## src/rtl/e_clock_ctrl_if.sv

```systemverilog
// Host-side control and status bundle of the SD clock controller.
// master = register block / host model, slave = e_clock_ctrl.
interface e_clock_ctrl_if;
    logic       int_clk_en_req;
    logic       sd_clk_en_req;
    logic [7:0] clock_div_in;
    logic       clock_div_wr;
    logic       buf_stall;
    logic       xfer_active;
    logic       int_clock_en;
    logic       int_clock_stable;
    logic       sd_clock_en;
    logic       sdclk_disable;
    logic [7:0] clock_div;
    logic       load_clock_div_p;

    modport master (
        output int_clk_en_req, sd_clk_en_req, clock_div_in, clock_div_wr,
               buf_stall, xfer_active,
        input  int_clock_en, int_clock_stable, sd_clock_en, sdclk_disable,
               clock_div, load_clock_div_p
    );

    modport slave (
        input  int_clk_en_req, sd_clk_en_req, clock_div_in, clock_div_wr,
               buf_stall, xfer_active,
        output int_clock_en, int_clock_stable, sd_clock_en, sdclk_disable,
               clock_div, load_clock_div_p
    );
endinterface

```

## src/rtl/e_clock_ctrl.sv

```systemverilog
// SD host clock controller: internal clock bring-up, SD clock gating and a
// divider reload wrapped in clock-off guard gaps so the SD clock never glitches.
module e_clock_ctrl #(
    parameter int unsigned STABLE_CNT = 64,
    parameter int unsigned GUARD_CNT  = 4
) (
    input  logic          sd_clk_2x,
    input  logic          rst_n,
    e_clock_ctrl_if.slave bus
);
    typedef enum logic [2:0] {
        S_OFF, S_STAB, S_RUN, S_GATE, S_LOAD, S_GUARD
    } state_t;

    localparam logic [15:0] STAB_LOAD  = 16'(STABLE_CNT - 1);
    localparam logic [15:0] GUARD_LOAD = 16'(GUARD_CNT - 1);
    localparam logic [7:0]  DIV_RESET  = 8'h80;

    state_t      r_state, w_state_nxt;
    logic [15:0] r_cnt, w_cnt_nxt;
    logic        r_reload, w_reload_nxt;
    logic [7:0]  r_pending, w_pending_nxt;
    logic [7:0]  r_clock_div, w_clock_div_nxt;
    logic        r_load_p, w_load_p_nxt;
    logic        r_int_clock_en, r_int_clock_stable, r_sd_clock_en, r_sdclk_disable;
    logic        w_idle, w_direct, w_cnt_zero, w_sd_en_nxt;

    assign w_idle      = (r_state == S_OFF) || (r_state == S_STAB);
    assign w_direct    = w_idle || !bus.int_clk_en_req;
    assign w_cnt_zero  = (r_cnt == 16'd0);
    assign w_sd_en_nxt = (w_state_nxt == S_RUN) && bus.sd_clk_en_req;

    always_comb begin
        // NOTE: every w_*_nxt gets a default first, so no path can infer a latch.
        w_state_nxt     = r_state;
        w_cnt_nxt       = r_cnt;
        w_reload_nxt    = r_reload;
        w_clock_div_nxt = r_clock_div;
        w_load_p_nxt    = 1'b0;
        w_pending_nxt   = bus.clock_div_wr ? bus.clock_div_in : r_pending;

        // No SD clock is running here, so the divider is applied at once; a write
        // right after a pulse waits one cycle in pending to keep pulses apart.
        if (w_direct) begin
            if (bus.clock_div_wr && r_load_p) begin
                w_reload_nxt = 1'b1;
            end else if (bus.clock_div_wr || (r_reload && w_idle)) begin
                w_clock_div_nxt = w_pending_nxt;
                w_load_p_nxt    = 1'b1;
                w_reload_nxt    = 1'b0;
            end else begin
                w_reload_nxt = 1'b0;
            end
        end

        if (!bus.int_clk_en_req) begin
            w_state_nxt = S_OFF;
            w_cnt_nxt   = 16'd0;
        end else begin
            case (r_state)
                S_OFF: begin
                    w_state_nxt = S_STAB;
                    w_cnt_nxt   = STAB_LOAD;
                end
                S_STAB: begin
                    if (w_cnt_zero) w_state_nxt = S_RUN;
                    else            w_cnt_nxt   = r_cnt - 16'd1;
                end
                S_RUN: begin
                    if (bus.clock_div_wr || r_reload) begin
                        w_state_nxt  = S_GATE;
                        w_cnt_nxt    = GUARD_LOAD;
                        w_reload_nxt = 1'b0;
                    end
                end
                S_GATE: begin
                    if (w_cnt_zero) begin
                        w_state_nxt     = S_LOAD;
                        w_clock_div_nxt = w_pending_nxt;
                        w_load_p_nxt    = 1'b1;
                    end else begin
                        w_cnt_nxt = r_cnt - 16'd1;
                    end
                end
                S_LOAD: begin
                    w_state_nxt = S_GUARD;
                    w_cnt_nxt   = GUARD_LOAD;
                    if (bus.clock_div_wr) w_reload_nxt = 1'b1;
                end
                S_GUARD: begin
                    if (w_cnt_zero) begin
                        if (r_reload || bus.clock_div_wr) begin
                            w_state_nxt  = S_GATE;
                            w_cnt_nxt    = GUARD_LOAD;
                            w_reload_nxt = 1'b0;
                        end else begin
                            w_state_nxt = S_RUN;
                        end
                    end else begin
                        w_cnt_nxt = r_cnt - 16'd1;
                        if (bus.clock_div_wr) w_reload_nxt = 1'b1;
                    end
                end
                default: w_state_nxt = S_OFF;
            endcase
        end
    end

    // NOTE: sequential state is written with non-blocking assignments only.
    always_ff @(posedge sd_clk_2x or negedge rst_n) begin
        if (!rst_n) r_state <= S_OFF;
        else        r_state <= w_state_nxt;
    end

    // Outputs are registered from the next state so they change with the state.
    always_ff @(posedge sd_clk_2x or negedge rst_n) begin
        if (!rst_n) begin
            r_cnt              <= 16'd0;
            r_reload           <= 1'b0;
            r_pending          <= DIV_RESET;
            r_clock_div        <= DIV_RESET;
            r_load_p           <= 1'b0;
            r_int_clock_en     <= 1'b0;
            r_int_clock_stable <= 1'b0;
            r_sd_clock_en      <= 1'b0;
            r_sdclk_disable    <= 1'b0;
        end else begin
            r_cnt              <= w_cnt_nxt;
            r_reload           <= w_reload_nxt;
            r_pending          <= w_pending_nxt;
            r_clock_div        <= w_clock_div_nxt;
            r_load_p           <= w_load_p_nxt;
            r_int_clock_en     <= (w_state_nxt != S_OFF);
            r_int_clock_stable <= (w_state_nxt != S_OFF) && (w_state_nxt != S_STAB);
            r_sd_clock_en      <= w_sd_en_nxt;
            r_sdclk_disable    <= w_sd_en_nxt && bus.buf_stall && bus.xfer_active;
        end
    end

    assign bus.int_clock_en     = r_int_clock_en;
    assign bus.int_clock_stable = r_int_clock_stable;
    assign bus.sd_clock_en      = r_sd_clock_en;
    assign bus.sdclk_disable    = r_sdclk_disable;
    assign bus.clock_div        = r_clock_div;
    assign bus.load_clock_div_p = r_load_p;
endmodule
```

## src/flat_wrapper.sv

```systemverilog
// flat-port wrapper written by rule: the top's interface ports become plain ports
module e_clock_ctrl_flat 
#(
    parameter int unsigned STABLE_CNT = 64,
    parameter int unsigned GUARD_CNT  = 4
)
  (sd_clk_2x, rst_n, bus_int_clk_en_req, bus_sd_clk_en_req, bus_clock_div_in, bus_clock_div_wr, bus_buf_stall, bus_xfer_active, bus_int_clock_en, bus_int_clock_stable, bus_sd_clock_en, bus_sdclk_disable, bus_clock_div, bus_load_clock_div_p);
  e_clock_ctrl_if bus_i ();
  input  logic sd_clk_2x;
  input  logic rst_n;
  input wire logic [$bits(bus_i.int_clk_en_req)-1:0] bus_int_clk_en_req;
  input wire logic [$bits(bus_i.sd_clk_en_req)-1:0] bus_sd_clk_en_req;
  input wire logic [$bits(bus_i.clock_div_in)-1:0] bus_clock_div_in;
  input wire logic [$bits(bus_i.clock_div_wr)-1:0] bus_clock_div_wr;
  input wire logic [$bits(bus_i.buf_stall)-1:0] bus_buf_stall;
  input wire logic [$bits(bus_i.xfer_active)-1:0] bus_xfer_active;
  output wire logic [$bits(bus_i.int_clock_en)-1:0] bus_int_clock_en;
  output wire logic [$bits(bus_i.int_clock_stable)-1:0] bus_int_clock_stable;
  output wire logic [$bits(bus_i.sd_clock_en)-1:0] bus_sd_clock_en;
  output wire logic [$bits(bus_i.sdclk_disable)-1:0] bus_sdclk_disable;
  output wire logic [$bits(bus_i.clock_div)-1:0] bus_clock_div;
  output wire logic [$bits(bus_i.load_clock_div_p)-1:0] bus_load_clock_div_p;
  assign bus_i.int_clk_en_req = bus_int_clk_en_req;
  assign bus_i.sd_clk_en_req = bus_sd_clk_en_req;
  assign bus_i.clock_div_in = bus_clock_div_in;
  assign bus_i.clock_div_wr = bus_clock_div_wr;
  assign bus_i.buf_stall = bus_buf_stall;
  assign bus_i.xfer_active = bus_xfer_active;
  assign bus_int_clock_en = bus_i.int_clock_en;
  assign bus_int_clock_stable = bus_i.int_clock_stable;
  assign bus_sd_clock_en = bus_i.sd_clock_en;
  assign bus_sdclk_disable = bus_i.sdclk_disable;
  assign bus_clock_div = bus_i.clock_div;
  assign bus_load_clock_div_p = bus_i.load_clock_div_p;
  e_clock_ctrl #(.STABLE_CNT(STABLE_CNT), .GUARD_CNT(GUARD_CNT)) u_core (.sd_clk_2x(sd_clk_2x), .rst_n(rst_n), .bus(bus_i));
endmodule
```

## config.mk

```make
export PLATFORM = sky130hd
export DESIGN_NAME = e_clock_ctrl_flat
export DESIGN_NICKNAME = d
export VERILOG_FILES = /design/src/rtl/e_clock_ctrl_if.sv /design/src/rtl/e_clock_ctrl.sv /design/src/flat_wrapper.sv
export SDC_FILE = /design/constraint.sdc
export NUM_CORES = 1
export LEC_CHECK = 0
export ABC_AREA = 0
export CAP_MARGIN = 25
export CORE_ASPECT_RATIO = 0.6
export CORE_UTILIZATION = 55
export DETAILED_ROUTE_END_ITERATION = 8
export MAX_ROUTING_LAYER = met4
export PLACE_DENSITY = 0.78
export SETUP_SLACK_MARGIN = 0.1
export SYNTH_ARGS = -nofsm -noshare
export SYNTH_HDL_FRONTEND = slang
export SYNTH_SLANG_ARGS = --single-unit
```

## constraint.sdc

```tcl
create_clock -name sd_clk_2x -period 3.22 [get_ports sd_clk_2x]
set_clock_uncertainty 0.05 [all_clocks]
set_input_delay 0.322 -clock sd_clk_2x [delete_from_list [all_inputs] [get_ports sd_clk_2x]]
set_output_delay 0.322 -clock sd_clk_2x [all_outputs]
set_load 0.01 [all_outputs]
```

==> out/qor.csv <==
metric,value,unit
finalHoldViolCount,0,
p_per_area,672,nW/µm²
yosysWarnings,0,
hold_class,in2async,
io_buffers,27,
synth_edf_count,0,
place_congestion,0.927,
p_sw,0.621,mW
numCtsBuffers,5,
start_util,58.7,%
holdWs,0.0973,ns
fp.dieW,83.6,µm
pwr-share-seq,39.4,%
crit_type,reg2reg,
area_growth,19.7,%
synth.largest_area_cell,dfrtp_1,
antennaDiodeCount,0,
grt_max_degree,42,
synthCells,223,
crit_fanout,9,
grt_pass1_vias,1688,
finalPower,1.77,mW
pin_count,28,
fill_cells,291,
yosysMostFrequentCell,dfrtp_1,
cts_max_level,2,
ys_ff_latch,41,
cts_tree,done,
hold_buffers,0,
insertion_delay,0.30,ns
postRouteAntennaNets,0,
start_kind,flip-flop,
finalInstanceArea,2630,µm²
grt-ovfl-total,0,
grt_usage,28.4,%
clkTransAtPathRegs,0.08,ns
drc,0,
min_period_over_period,86.0,%
setup_viol,0,
tns,0,ns
die_area,4260,µm²
antenna_found_initial,0,
max-clock-path-buffers,2,
via_count,1914,
vias_per_cell,6.42,
cts_setup_buffers,0,
worstPathArrival,2.90,ns
die_h,51.0,µm
status,finished clean,
dp_hpwl,3870,µm
seq_area_frac_synth,46.8,%
crit-reg2reg-launch,u_core.r_cnt[4]$_DFFE_PN0P_,
avgSynthCellArea,9.86,µm²
synth_commonest_cells,"39 x dfrtp_1, 17 x nand2_1, 15 x mux2_2, 15 x nor2_1, 12 x inv_1",
drt_iter0_markers,195,
relSlewSlack,39.8,%
cts_sinks,41,
ir_drop,0.453,mV
swShare,35.1,%
r2r_cells,5,
async_flop_share,100,%
rrSetupSlack,0.45,ns
finalMaxSlewViolations,0,
synthTopCellsByArea,"dfrtp_1 44%, mux2_2 7.7%, a22oi_1 3.8%",
placed_area,2510,µm²
first_pass_iters,5,
grt_pass1_wl,8890,µm
end_kind,flip-flop,
synth_top_area_share,44.4,%
clock.fmax,0.361,GHz
clockRootBuffer,clkbuf_8,
coreArea,3740,µm²
totalWireLength,5440,µm
p_clk_share,24.7,%
min_period,2.77,ns
ys_types,47,
maxCapViolations,0,
tightest_slew,0.902,ns
p_comb_share,35.9,%
synthFlopType,dfrtp_1,
synthesis.nets,239,
syn_area,2200,µm²
p_leak,1.09,nW
num_rows,17,
drive_gt1_share,14.7,%
cts_resized,0,
rsz0062_at_grt,false,
cp.required,3.35,ns
internal-power,1.15,mW
rr_endpoint,u_core.bus.clock_div[2]$_DFF_PN0_,
wl_per_cell,18.3,µm
fin_nets,266,
==> metal layers <==
layer,track usage (%),routed length [µm]
met1,42.5,2590
met2,39.4,2270
met3,6.62,536
met4,5.08,48
met5,-,0
==> registers in the layout (all words and copies together), names as in the netlist <==
| name | cells |
|---|---|
| u_core.r_reload | 1 |
| u_core.bus.int_clock_stable | 1 |
| u_core.r_state | 3 |
| u_core.r_pending | 8 |
| u_core.bus.load_clock_div_p | 1 |
| u_core.bus.int_clock_en | 1 |
| u_core.bus.sdclk_disable | 1 |
| u_core.bus.sd_clock_en | 1 |
| u_core.bus.clock_div | 8 |
| u_core.r_cnt | 16 |
==> cells by family after synthesis <==
kind of cell,Yosys count,share of synthesized area [%]
fa+ha+maj,1,0.569
flops,41,46.8
simple gates,78,18.8
mux,17,8.65
buf+inv,24,4.27
compound gates,62,20.9
==> power by group through the flow <==
| stage | Clock [mW] | Combinational (mW) | Sequential, mW |
|---|---|---|---|
| CTS | 0.437 | 0.626 | 0.695 |
| global placement | 0 | 0.612 | 0.697 |
| global route | 0.460 | 0.692 | 0.710 |
| detailed placement | 0 | 0.619 | 0.705 |
| finish | 0.436 | 0.635 | 0.697 |
| floorplan | 0 | 0.403 | 0.694 |
==> per-stage QoR <==
stage / setup WS (ns) / cells / util [%]
floorplan: 0.803 / 223 / -
global placement: 0.534 / 290 / 67.1
detailed placement: 0.459 / 290 / 67.1
CTS: 0.451 / 298 / 70.3
global route: 0.303 / 298 / 70.3
finish: 0.449 / 298 / 70.3
==> worst max path at each step <==
| stage | endpoint | startpoint | depth (start not counted) |
|---|---|---|---|
| detailed placement | u_core.bus.clock_div[4]$_DFF_PN0_ | u_core.r_cnt[6]$_DFFE_PN0P_ | 5 |
| CTS | u_core.bus.clock_div[2]$_DFF_PN0_ | u_core.r_cnt[6]$_DFFE_PN0P_ | 5 |
| floorplan | u_core.r_cnt[1]$_DFFE_PN0P_ | u_core.r_cnt[4]$_DFFE_PN0P_ | 7 |
| global placement | u_core.bus.clock_div[3]$_DFF_PN0_ | u_core.r_cnt[4]$_DFFE_PN0P_ | 5 |
| global route | u_core.bus.clock_div[4]$_DFF_PN0_ | u_core.r_cnt[6]$_DFFE_PN0P_ | 5 |
| finish | u_core.bus.clock_div[2]$_DFF_PN0_ | u_core.r_cnt[4]$_DFFE_PN0P_ | 5 |
==> cell type report <==
cell class              instances  area, µm²  area share (%)
multi-input cells             158       1080            40.9
clock inverters                 2       37.5            1.43
inverters                      12       45.0            1.71
clock buffers                   6       82.6            3.14
flip-flops and latches         41       1030            39.1
repair buffers                 32        303            11.5
well taps                      47       58.8            2.23
==> critical path, cell delays in order (launching register included) <==
cell and delay (ns):
dfrtp_1 0.41, or4_1 0.63, nor4_2 0.33, nand3_1 0.28, o32ai_4 0.56, mux2_2 0.40
==> placed cells by master (no fill, tap or decap), types with 2 or more instances in the layout <==
cell type         n
dfrtp_1          39
clkdlybuf4s50_1  26
nand2_1          17
nor2_1           15
mux2_2           15
inv_1            12
a21oi_1          11
a22oi_1          11
o21ai_0          10
nand3_1           8
nor3_1            8
o22ai_1           7
clkbuf_8          6
a31oi_1           5
buf_4             5
nand2b_1          4
and2_1            4
or3_1             3
nor4_1            3
o31a_1            3
or4_1             2
o21a_1            2
nor2b_1           2
o31ai_1           2
and3_1            2
o311ai_0          2
nor4b_1           2
a211oi_1          2
dfstp_2           2
No activity file was read; power rests on OpenSTA's default activity.
